--- config.mk ---
export PLATFORM = sky130hd
export DESIGN_NAME = mod_inv_flat
export DESIGN_NICKNAME = d
export VERILOG_FILES = /design/src/rtl/mod_inv_if.sv /design/src/rtl/mod_inv.sv /design/src/flat_wrapper.sv
export SDC_FILE = /design/constraint.sdc
export NUM_CORES = 1
export LEC_CHECK = 0
export BUFFER_PORTS_ARGS = -buffer_cell sky130_fd_sc_hd__buf_2
export CAP_MARGIN = 5
export CORE_MARGIN = 2
export CORE_UTILIZATION = 30
export DETAILED_ROUTE_END_ITERATION = 16
export GPL_ROUTABILITY_DRIVEN = 1
export PLACE_DENSITY = 0.56
export SLEW_MARGIN = 10
export SYNTH_ARGS = -nofsm -noshare
export SYNTH_HDL_FRONTEND = slang
export SYNTH_SLANG_ARGS = --single-unit
export TNS_END_PERCENT = 20
--- constraint.sdc ---
create_clock -name clk -period 18.25 [get_ports clk]
set_clock_uncertainty 0.2 [all_clocks]
set_input_delay 4.5625 -clock clk [delete_from_list [all_inputs] [get_ports clk]]
set_output_delay 4.5625 -clock clk [all_outputs]
set_load 0.01 [all_outputs]
--- src/rtl/mod_inv_if.sv ---
// Request/response bundle for the modular inverse unit.
// The requester drives start/a; the inverter returns busy/done/inv/err.
interface mod_inv_if #(
    parameter int WIDTH = 13
);
    logic             start;
    logic [WIDTH-1:0] a;
    logic             busy;
    logic             done;
    logic [WIDTH-1:0] inv;
    logic             err;

    modport master (
        output start, a,
        input  busy, done, inv, err
    );

    modport slave (
        input  start, a,
        output busy, done, inv, err
    );
endinterface

--- src/rtl/mod_inv.sv ---
// Modular inverse over Z_Q by Fermat's little theorem: inv = a^(Q-2) mod Q.
// A left-to-right square-and-multiply FSM shares one single-cycle a*b mod Q
// multiplier. A zero residue still runs the full exponentiation and flags err.
module mod_inv #(
    parameter int WIDTH = 13,
    parameter int Q     = 7681
) (
    input  logic     clk,
    input  logic     rst,     // asynchronous, active-low
    mod_inv_if.slave bus
);

    localparam int               IW     = $clog2(WIDTH);
    localparam logic [WIDTH-1:0] Q_N    = WIDTH'(Q);
    localparam logic [2*WIDTH-1:0] Q_W  = (2*WIDTH)'(Q);
    localparam logic [WIDTH-1:0] EXP    = WIDTH'(Q - 2);
    localparam logic [IW-1:0]    IDX_HI = IW'(WIDTH - 1);

    typedef enum logic [1:0] {
        IDLE,
        SQR,
        MUL,
        DONE
    } state_t;

    state_t             state;
    state_t             state_nx;
    logic [WIDTH-1:0]   a_r;
    logic [WIDTH-1:0]   acc;
    logic [IW-1:0]      idx;
    logic [WIDTH-1:0]   inv_q;
    logic               err_q;

    logic [WIDTH-1:0]   a_red;
    logic [WIDTH-1:0]   mul_b;
    logic [2*WIDTH-1:0] product;
    logic [WIDTH-1:0]   prod_red;

    // Since a < 2^WIDTH < 2*Q, one conditional subtraction fully reduces it.
    assign a_red = (bus.a >= Q_N) ? bus.a - Q_N : bus.a;

    // Shared multiplier: squares in SQR, multiplies by the operand in MUL.
    assign mul_b    = (state == MUL) ? a_r : acc;
    assign product  = (2*WIDTH)'(acc) * (2*WIDTH)'(mul_b);
    assign prod_red = WIDTH'(product % Q_W);

    // State register.
    // NOTE: state uses non-blocking assignments so every flop samples pre-edge values.
    always_ff @(posedge clk or negedge rst) begin
        if (!rst) begin
            state <= IDLE;
        end else begin
            state <= state_nx;
        end
    end

    // Next-state logic: walk EXP MSB first; a set bit inserts a MUL after the SQR.
    // NOTE: state_nx is defaulted first so no path through the case can infer a latch.
    always_comb begin
        state_nx = state;
        case (state)
            IDLE: if (bus.start)      state_nx = SQR;
            SQR: begin
                if (EXP[idx])         state_nx = MUL;
                else if (idx == '0)   state_nx = DONE;
                else                  state_nx = SQR;
            end
            MUL: begin
                if (idx == '0)        state_nx = DONE;
                else                  state_nx = SQR;
            end
            DONE:                     state_nx = IDLE;
            default:                  state_nx = IDLE;
        endcase
    end

    // Datapath: operand capture, accumulator update, bit index and result latch.
    // The result is captured on the edge entering DONE so inv is already valid
    // while done is high.
    always_ff @(posedge clk or negedge rst) begin
        if (!rst) begin
            a_r   <= '0;
            acc   <= '0;
            idx   <= '0;
            inv_q <= '0;
            err_q <= 1'b0;
        end else begin
            case (state)
                IDLE: begin
                    if (bus.start) begin
                        a_r   <= a_red;
                        acc   <= WIDTH'(1);
                        idx   <= IDX_HI;
                        err_q <= (a_red == '0);
                    end
                end
                SQR, MUL: begin
                    acc <= prod_red;
                    if (state_nx == SQR)  idx   <= idx - IW'(1);
                    if (state_nx == DONE) inv_q <= prod_red;
                end
                default: ;
            endcase
        end
    end

    // Output decode: busy while exponentiating, done for the single DONE cycle.
    always_comb begin
        bus.busy = (state == SQR) || (state == MUL);
        bus.done = (state == DONE);
    end

    assign bus.inv = inv_q;
    assign bus.err = err_q;

endmodule

--- src/flat_wrapper.sv ---
// flat-port wrapper written by rule: the top's interface ports become plain ports
module mod_inv_flat 
#(
    parameter int WIDTH = 13,
    parameter int Q     = 7681
)
  (clk, rst, bus_start, bus_a, bus_busy, bus_done, bus_inv, bus_err);
  mod_inv_if #(.WIDTH(WIDTH)) bus_i ();
  input  logic clk;
  input  logic rst;
  input wire logic [$bits(bus_i.start)-1:0] bus_start;
  input wire logic [$bits(bus_i.a)-1:0] bus_a;
  output wire logic [$bits(bus_i.busy)-1:0] bus_busy;
  output wire logic [$bits(bus_i.done)-1:0] bus_done;
  output wire logic [$bits(bus_i.inv)-1:0] bus_inv;
  output wire logic [$bits(bus_i.err)-1:0] bus_err;
  assign bus_i.start = bus_start;
  assign bus_i.a = bus_a;
  assign bus_busy = bus_i.busy;
  assign bus_done = bus_i.done;
  assign bus_inv = bus_i.inv;
  assign bus_err = bus_i.err;
  mod_inv #(.WIDTH(WIDTH), .Q(Q)) u_core (.clk(clk), .rst(rst), .bus(bus_i));
endmodule
==> flow_metrics.tcl, run 1 <==
set metrics [dict create \
    max_cap_viol_count 0 \
    grt_first_pass_wirelength_um 76200 \
    hp-start "u_core.bus.err" \
    max_stage_delay_ns 0.57 \
    cts_tree "built" \
    detailed_place_hpwl_um 38300 \
    worstHoldPathType "reg -> reg" \
    clkSinkCount 46 \
    clock_tree.htree_level_count 2 \
    register_clock_pin_slew_on_the_reported_worst_setup_and_hold_paths_ns 0.06 \
    drt-vias-per-instance 5.30 \
    first_iter_violations 947 \
    syn_inst 1865 \
    remaining_antenna_violation_count_after_routing 0 \
    max-slew-margin-rel_pct 25.6 \
    worstPathMaxFanout 7 \
    setup_tns_ns 0 \
    synthAdderAreaFrac_pct 23.9 \
    largest_net_degree_at_the_start_of_global_routing 47 \
    setup.worst_path.start "u_core.state[0]" \
    drv_slew 0 \
    r2r-start "u_core.state[0]" \
    ys_async_sr_fraction_pct 100 \
    critPathCaptureType "register" \
    grt_use_total_pct 17.8 \
    grt_pass1_vias 15648 \
    synthTopCellsByCount "sky130_fd_sc_hd__nand2_1 (199), sky130_fd_sc_hd__inv_1 (177), sky130_fd_sc_hd__fa_1 (121)" \
    finalInstanceArea_um2 21500 \
    clock-root-buffer "sky130_fd_sc_hd__clkbuf_16" \
    cp-start-kind "register" \
    die_w_um 225 \
    worst_ep_arrival_time_ns 18.08 \
    dominantRegCellSynth "sky130_fd_sc_hd__dfrtp_1" \
    grt_antenna_before_repair 0 \
    critPathKind "reg -> reg" \
    postPlaceCellArea_um2 18900 \
    layout.core_utilization_pct 44.3 \
    setup_viol 0 \
    synth_enable_flop_cells 0 \
    start_util_pct 30.2 \
    synth_simple_gate_area_share_pct 26.7 \
    syn_avg_cell_area_um2 7.87 \
    status "finished, final reports clean" \
    detail_route.wl_per_cell_um 16.2 \
    fmaxAchievable_mhz 55.2 \
    final_layout_size_suffix_gt1_share_pct 40.2 \
    yosysTopAreaCellShare_pct 16.5 \
    grt_setup_unrepaired "yes" \
    synth_top_family_by_area "simple AND/OR/NAND/NOR gates" \
    floorplan.core_area_um2 48600 \
    cts.path.max_buffers 2 \
    number_of_antenna_cells_inserted 0 \
    tightestPinTransition_ns 1.12 \
    final_cells 3004 \
    ys_seq_elements 46 \
    die_area_um2 50700 \
    global_route.overflow_total 0 \
    cts-buffers-inserted 5 \
    io-pin-count 32 \
    post-route-drc-count 0 \
    synthToLayoutAreaGrowth_pct 46.7 \
    route.vias.total 15908 \
    final_hold_viol_count 0 \
    drt_pass1_iterations 5 \
    synth_most_common_cell "sky130_fd_sc_hd__nand2_1" \
    cp_dominant_cell_by_count "sky130_fd_sc_hd__buf_4" \
    synthTopCellsByArea "sky130_fd_sc_hd__fa_1 (16%), sky130_fd_sc_hd__dfrtp_1 (7.8%), sky130_fd_sc_hd__ha_1 (7.2%), sky130_fd_sc_hd__nand2_1 (5.1%), sky130_fd_sc_hd__inv_1 (4.5%)" \
    synth_xor_xnor_area_share_pct 5.78 \
    yosys.area.top_type "sky130_fd_sc_hd__fa_1" \
    portBuffers 31 \
    critPathRequiredTime_ns 18.22 \
    insertion_delay_ns 0.28 \
    dieHeight_um 225 \
    synth_cell_types 127 \
    placement_rows 81 \
    final_min_period_over_clock_period_pct 99.3 \
    compound_cell_area_share_of_the_yosys_netlist_pct 25.2 \
    routability_congestion_estimate 0.912 \
    finalNetCount 2602 \
    nFillCells 4695 \
    cp_slowest_cell "sky130_fd_sc_hd__or4_4" \
    fin_crit_ns 18.11 \
    synth_sequential_area_ratio_pct 7.84 \
    dpl.cell_count 2920 \
    netlist_area_um2 14700 \
    total_detailed_routing_wirelength_um 48800 \
    post_synth_mux_area_share_pct 3.72 \
    postSynthNetCount 2086 \
    synthesis_warnings 0 \
]
[cell usage in the layout, fill, tap and decap left out, types with 14 or more instances in the layout]
master / Yosys / final
sky130_fd_sc_hd__buf_2: 23 / 31
sky130_fd_sc_hd__xnor2_1: 61 / 49
sky130_fd_sc_hd__nor2_1: 116 / 107
sky130_fd_sc_hd__buf_4: 3 / 526
sky130_fd_sc_hd__nor2b_1: 39 / 34
sky130_fd_sc_hd__o21ai_1: 34 / 22
sky130_fd_sc_hd__o21a_1: 17 / 14
sky130_fd_sc_hd__buf_6: 1 / 18
sky130_fd_sc_hd__nand2b_1: 19 / 16
sky130_fd_sc_hd__a21oi_2: 6 / 20
sky130_fd_sc_hd__dfrtp_1: 46 / 46
sky130_fd_sc_hd__nand3_1: 28 / 25
sky130_fd_sc_hd__xor2_1: 34 / 31
sky130_fd_sc_hd__o21ai_2: 3 / 22
sky130_fd_sc_hd__nor3_1: 52 / 39
sky130_fd_sc_hd__ha_1: 84 / 71
sky130_fd_sc_hd__o21ai_0: 71 / 62
sky130_fd_sc_hd__nand2_1: 199 / 197
sky130_fd_sc_hd__a21oi_1: 83 / 62
sky130_fd_sc_hd__or3_1: 26 / 18
sky130_fd_sc_hd__fa_1: 121 / 117
sky130_fd_sc_hd__mux2_2: 29 / 19
sky130_fd_sc_hd__o211ai_1: 20 / 20
sky130_fd_sc_hd__nand4_1: 20 / 20
sky130_fd_sc_hd__nor4_4: 4 / 17
sky130_fd_sc_hd__and2_1: 79 / 77
sky130_fd_sc_hd__a21o_1: 21 / 21
sky130_fd_sc_hd__mux2i_1: 22 / 15
sky130_fd_sc_hd__inv_1: 177 / 165
[routing by layer]
metal | GRT usage, % | vias up | wire, um | share of wire (%)
li1 | - | 7728 | - | -
met5 | 0 | - | 0 | 0
met2 | 31.0 | 314 | 24200 | 50
met4 | 2.91 | 0 | 680 | 1.4
met1 | 24.5 | 7807 | 22400 | 46
met3 | 1.03 | 59 | 1430 | 2.9
[stage by stage]
step                hold slack [ns]  setup slack, ns
global placement              0.250           -0.521
floorplan                     0.261          0.00335
CTS                           0.276          0.00438
finish                        0.278            0.136
global route                  0.287           -0.462
detailed placement            0.262           -0.617
[flip-flops by register name, indices dropped and copies added (netlist names)]
name and count:
u_core.a_r 13, u_core.bus.err 1, u_core.acc 13, u_core.idx 4
u_core.bus.inv 13, u_core.state 2
[area by class of cell]
type | count | area [um^2] | area share (%)
multi-input combinational | 1567 | 14300 | 66.4
clock inverter | 2 | 37.5 | 0.174
inverter | 178 | 668 | 3.10
clock buffer | 6 | 129 | 0.598
tap | 622 | 778 | 3.61
timing repair buffer | 583 | 4470 | 20.8
sequential | 46 | 1150 | 5.35
[path summary, 6_finish.rpt]
path / slack [ns] / depth (start not counted) / end
setup / recovery: 0.14 / 71 / u_core.bus.inv[9]
hold / removal: 0.28 / 2 / u_core.bus.err
setup reg to reg: 0.14 / 71 / u_core.bus.inv[9]
hold reg to reg: 0.28 / 2 / u_core.bus.err
max in group asynchronous: 12.99 / 1 / u_core.bus.inv[0]
min in group asynchronous: 4.23 / 1 / u_core.bus.err
[what timing repair did]
action,4_1_cts,5_1_grt
resized for setup,43,321
endpoints found under the hold margin,0,0
pin swaps,8,127
hold buffers,0,0
endpoints found under the setup margin,26,26
setup buffers,5,69
cloned,0,3
[critical path, delay by kind of cell, from the launching register on]
family	cells	cell delay [ns]
fa+ha+maj	8	3.07
flops	1	0.38
xor+xnor	2	0.34
buf+inv	16	1.89
mux	4	1.12
compound gates	20	4.60
simple gates	21	6.39
[kinds of logic after synthesis]
group | after synthesis
and+or+nand+nor | 719
AOI/OAI and AO/OA | 491
buffers and inverters | 253
adders and majority gates | 209
xor gates and xnor gates | 96
muxes | 51
DFF | 46
Power of run 1 is not shown: default switching activity piles up to over one toggle a cycle in this logic, so the estimate is an artifact.
==> run 2: changes to the inputs <==
Settings changed: CORE_MARGIN 2 to unset.
==> flow_metrics.tcl, run 2 (synthesis gave the netlist of run 1 again) <==
set metrics [dict create \
    status "finished, final reports clean" \
    fin_crit_ns 18.14 \
    setup.worst_path.start "u_core.state[0]" \
    portBuffers 31 \
    grt_use_total_pct 18.2 \
    placement_rows 80 \
    cts_tree "built" \
    setup_viol 0 \
    post-route-drc-count 0 \
    final_layout_size_suffix_gt1_share_pct 41.6 \
    worst_r2r_endpoint "u_core.bus.inv[9]" \
    detailed_place_hpwl_um 38600 \
    cp_slowest_cell "sky130_fd_sc_hd__fa_2" \
    floorplan.core_area_um2 48000 \
    grt_setup_unrepaired "yes" \
    drv_slew 0 \
    hp-start "u_core.bus.err" \
    finalNetCount 2639 \
    clkSinkCount 46 \
    final_hold_viol_count 0 \
    cts.path.max_buffers 2 \
    die_area_um2 49800 \
    critPathRequiredTime_ns 18.23 \
    cp_dominant_cell_by_count "sky130_fd_sc_hd__buf_4" \
    drt_pass1_iterations 7 \
    worst_hold_slack_ns 0.282 \
    route.vias.total 16056 \
    max-slew-margin-rel_pct 27.6 \
    io-pin-count 32 \
    clock-root-buffer "sky130_fd_sc_hd__clkbuf_16" \
    grt_first_pass_wirelength_um 77300 \
    max_cap_viol_count 0 \
    tightestPinTransition_ns 1.09 \
    worstHoldPathType "reg -> reg" \
    clock_tree.htree_level_count 2 \
    r2r.worst_path.cells 76 \
    mostFrequentLayoutCell "sky130_fd_sc_hd__buf_4" \
    grt_pass1_vias 15788 \
    r2r-start "u_core.state[0]" \
    worst-r2r-setup-slack_ns 0.11 \
    total_detailed_routing_wirelength_um 49700 \
    die_w_um 223 \
    dieHeight_um 223 \
    critPathCaptureType "register" \
    register_clock_pin_slew_on_the_reported_worst_setup_and_hold_paths_ns 0.07 \
    remaining_antenna_violation_count_after_routing 0 \
    critPathKind "reg -> reg" \
    final_min_period_over_clock_period_pct 99.4 \
    hold-path-cell-count 2 \
    number_of_antenna_cells_inserted 0 \
    layout.cells.most_common_list "sky130_fd_sc_hd__buf_4 (548), sky130_fd_sc_hd__nand2_1 (193), sky130_fd_sc_hd__inv_1 (164), sky130_fd_sc_hd__fa_1 (114), sky130_fd_sc_hd__nor2_1 (109)" \
    insertion_delay_ns 0.29 \
    global_route.overflow_total 0 \
    largest_net_degree_at_the_start_of_global_routing 47 \
    start_util_pct 30.6 \
    cp-start-kind "register" \
    drt-vias-per-instance 5.29 \
    grt_antenna_before_repair 0 \
    worstHoldEndpoint "u_core.bus.err" \
    detail_route.wl_per_cell_um 16.4 \
    fmaxAchievable_mhz 55.1 \
    worst_ep_arrival_time_ns 18.12 \
    first_iter_violations 948 \
    worstPathMaxFanout 8 \
    cts-buffers-inserted 5 \
    routability_congestion_estimate 0.919 \
    max_stage_delay_ns 0.56 \
    synthToLayoutAreaGrowth_pct 49.5 \
]
## run 2: how the worst max path moves through the flow
| stage | depth (start not counted) | to |
|---|---|---|
| floorplan | 73 | u_core.bus.inv[10] |
| global placement | 71 | u_core.bus.inv[11] |
| detailed placement | 71 | u_core.bus.inv[11] |
| CTS | 75 | u_core.bus.inv[11] |
| global route | 77 | u_core.bus.inv[6] |
| finish | 76 | u_core.bus.inv[9] |
## run 2: layout make-up
cell class / count / area, um^2
Clock inverter: 2 / 13.8
Tap cell: 615 / 769
Sequential cell: 46 / 1150
Timing Repair Buffer: 619 / 4790
Clock buffer: 6 / 129
Inverter: 178 / 668
Fill cell: 4666 / 26100
Multi-Input combinational cell: 1568 / 14400
## run 2: through the flow
step	area [um^2]	utilization (%)	setup TNS, ns	worst slack [ns]	std cells
after global routing	22000	45.7	-11.72	-0.563	3034
after CTS	19700	40.9	0	0.00731	2966
after global placement	19200	40.1	-10.49	-0.520	2953
after detailed placement	19200	40.1	-14.71	-0.703	2953
final	22000	45.7	0	0.105	3034
after floorplan	14700	-	0	0.00335	1865
## run 2: timing repair
action,CTS,global route
endpoints found under the setup margin,26,26
hold buffers,0,0
gates cloned,0,4
resized for setup,52,345
pin swaps,23,187
setup buffers,5,68
## run 2: critical path: cells and delay by family (launching register included)
kind	cells	cell delay [ns]
AND/OR/NAND/NOR	19	5.44
AO/OA/AOI/OAI	25	5.39
adder cells (fa/ha/maj)	7	2.93
buffers and inverters	20	2.70
XOR/XNOR	3	0.49
multiplexers	2	0.47
flip-flops	1	0.40
## run 2: metal layers
layer  routed length (um)  share of wire, %  track usage (%)
met1                22500                45             25.2
met2                24800                50             31.6
met3                 1750               3.5             1.33
met4                  650               1.3             2.71
met5                    0                 0                0
Power of run 2 is left out for the same reason.
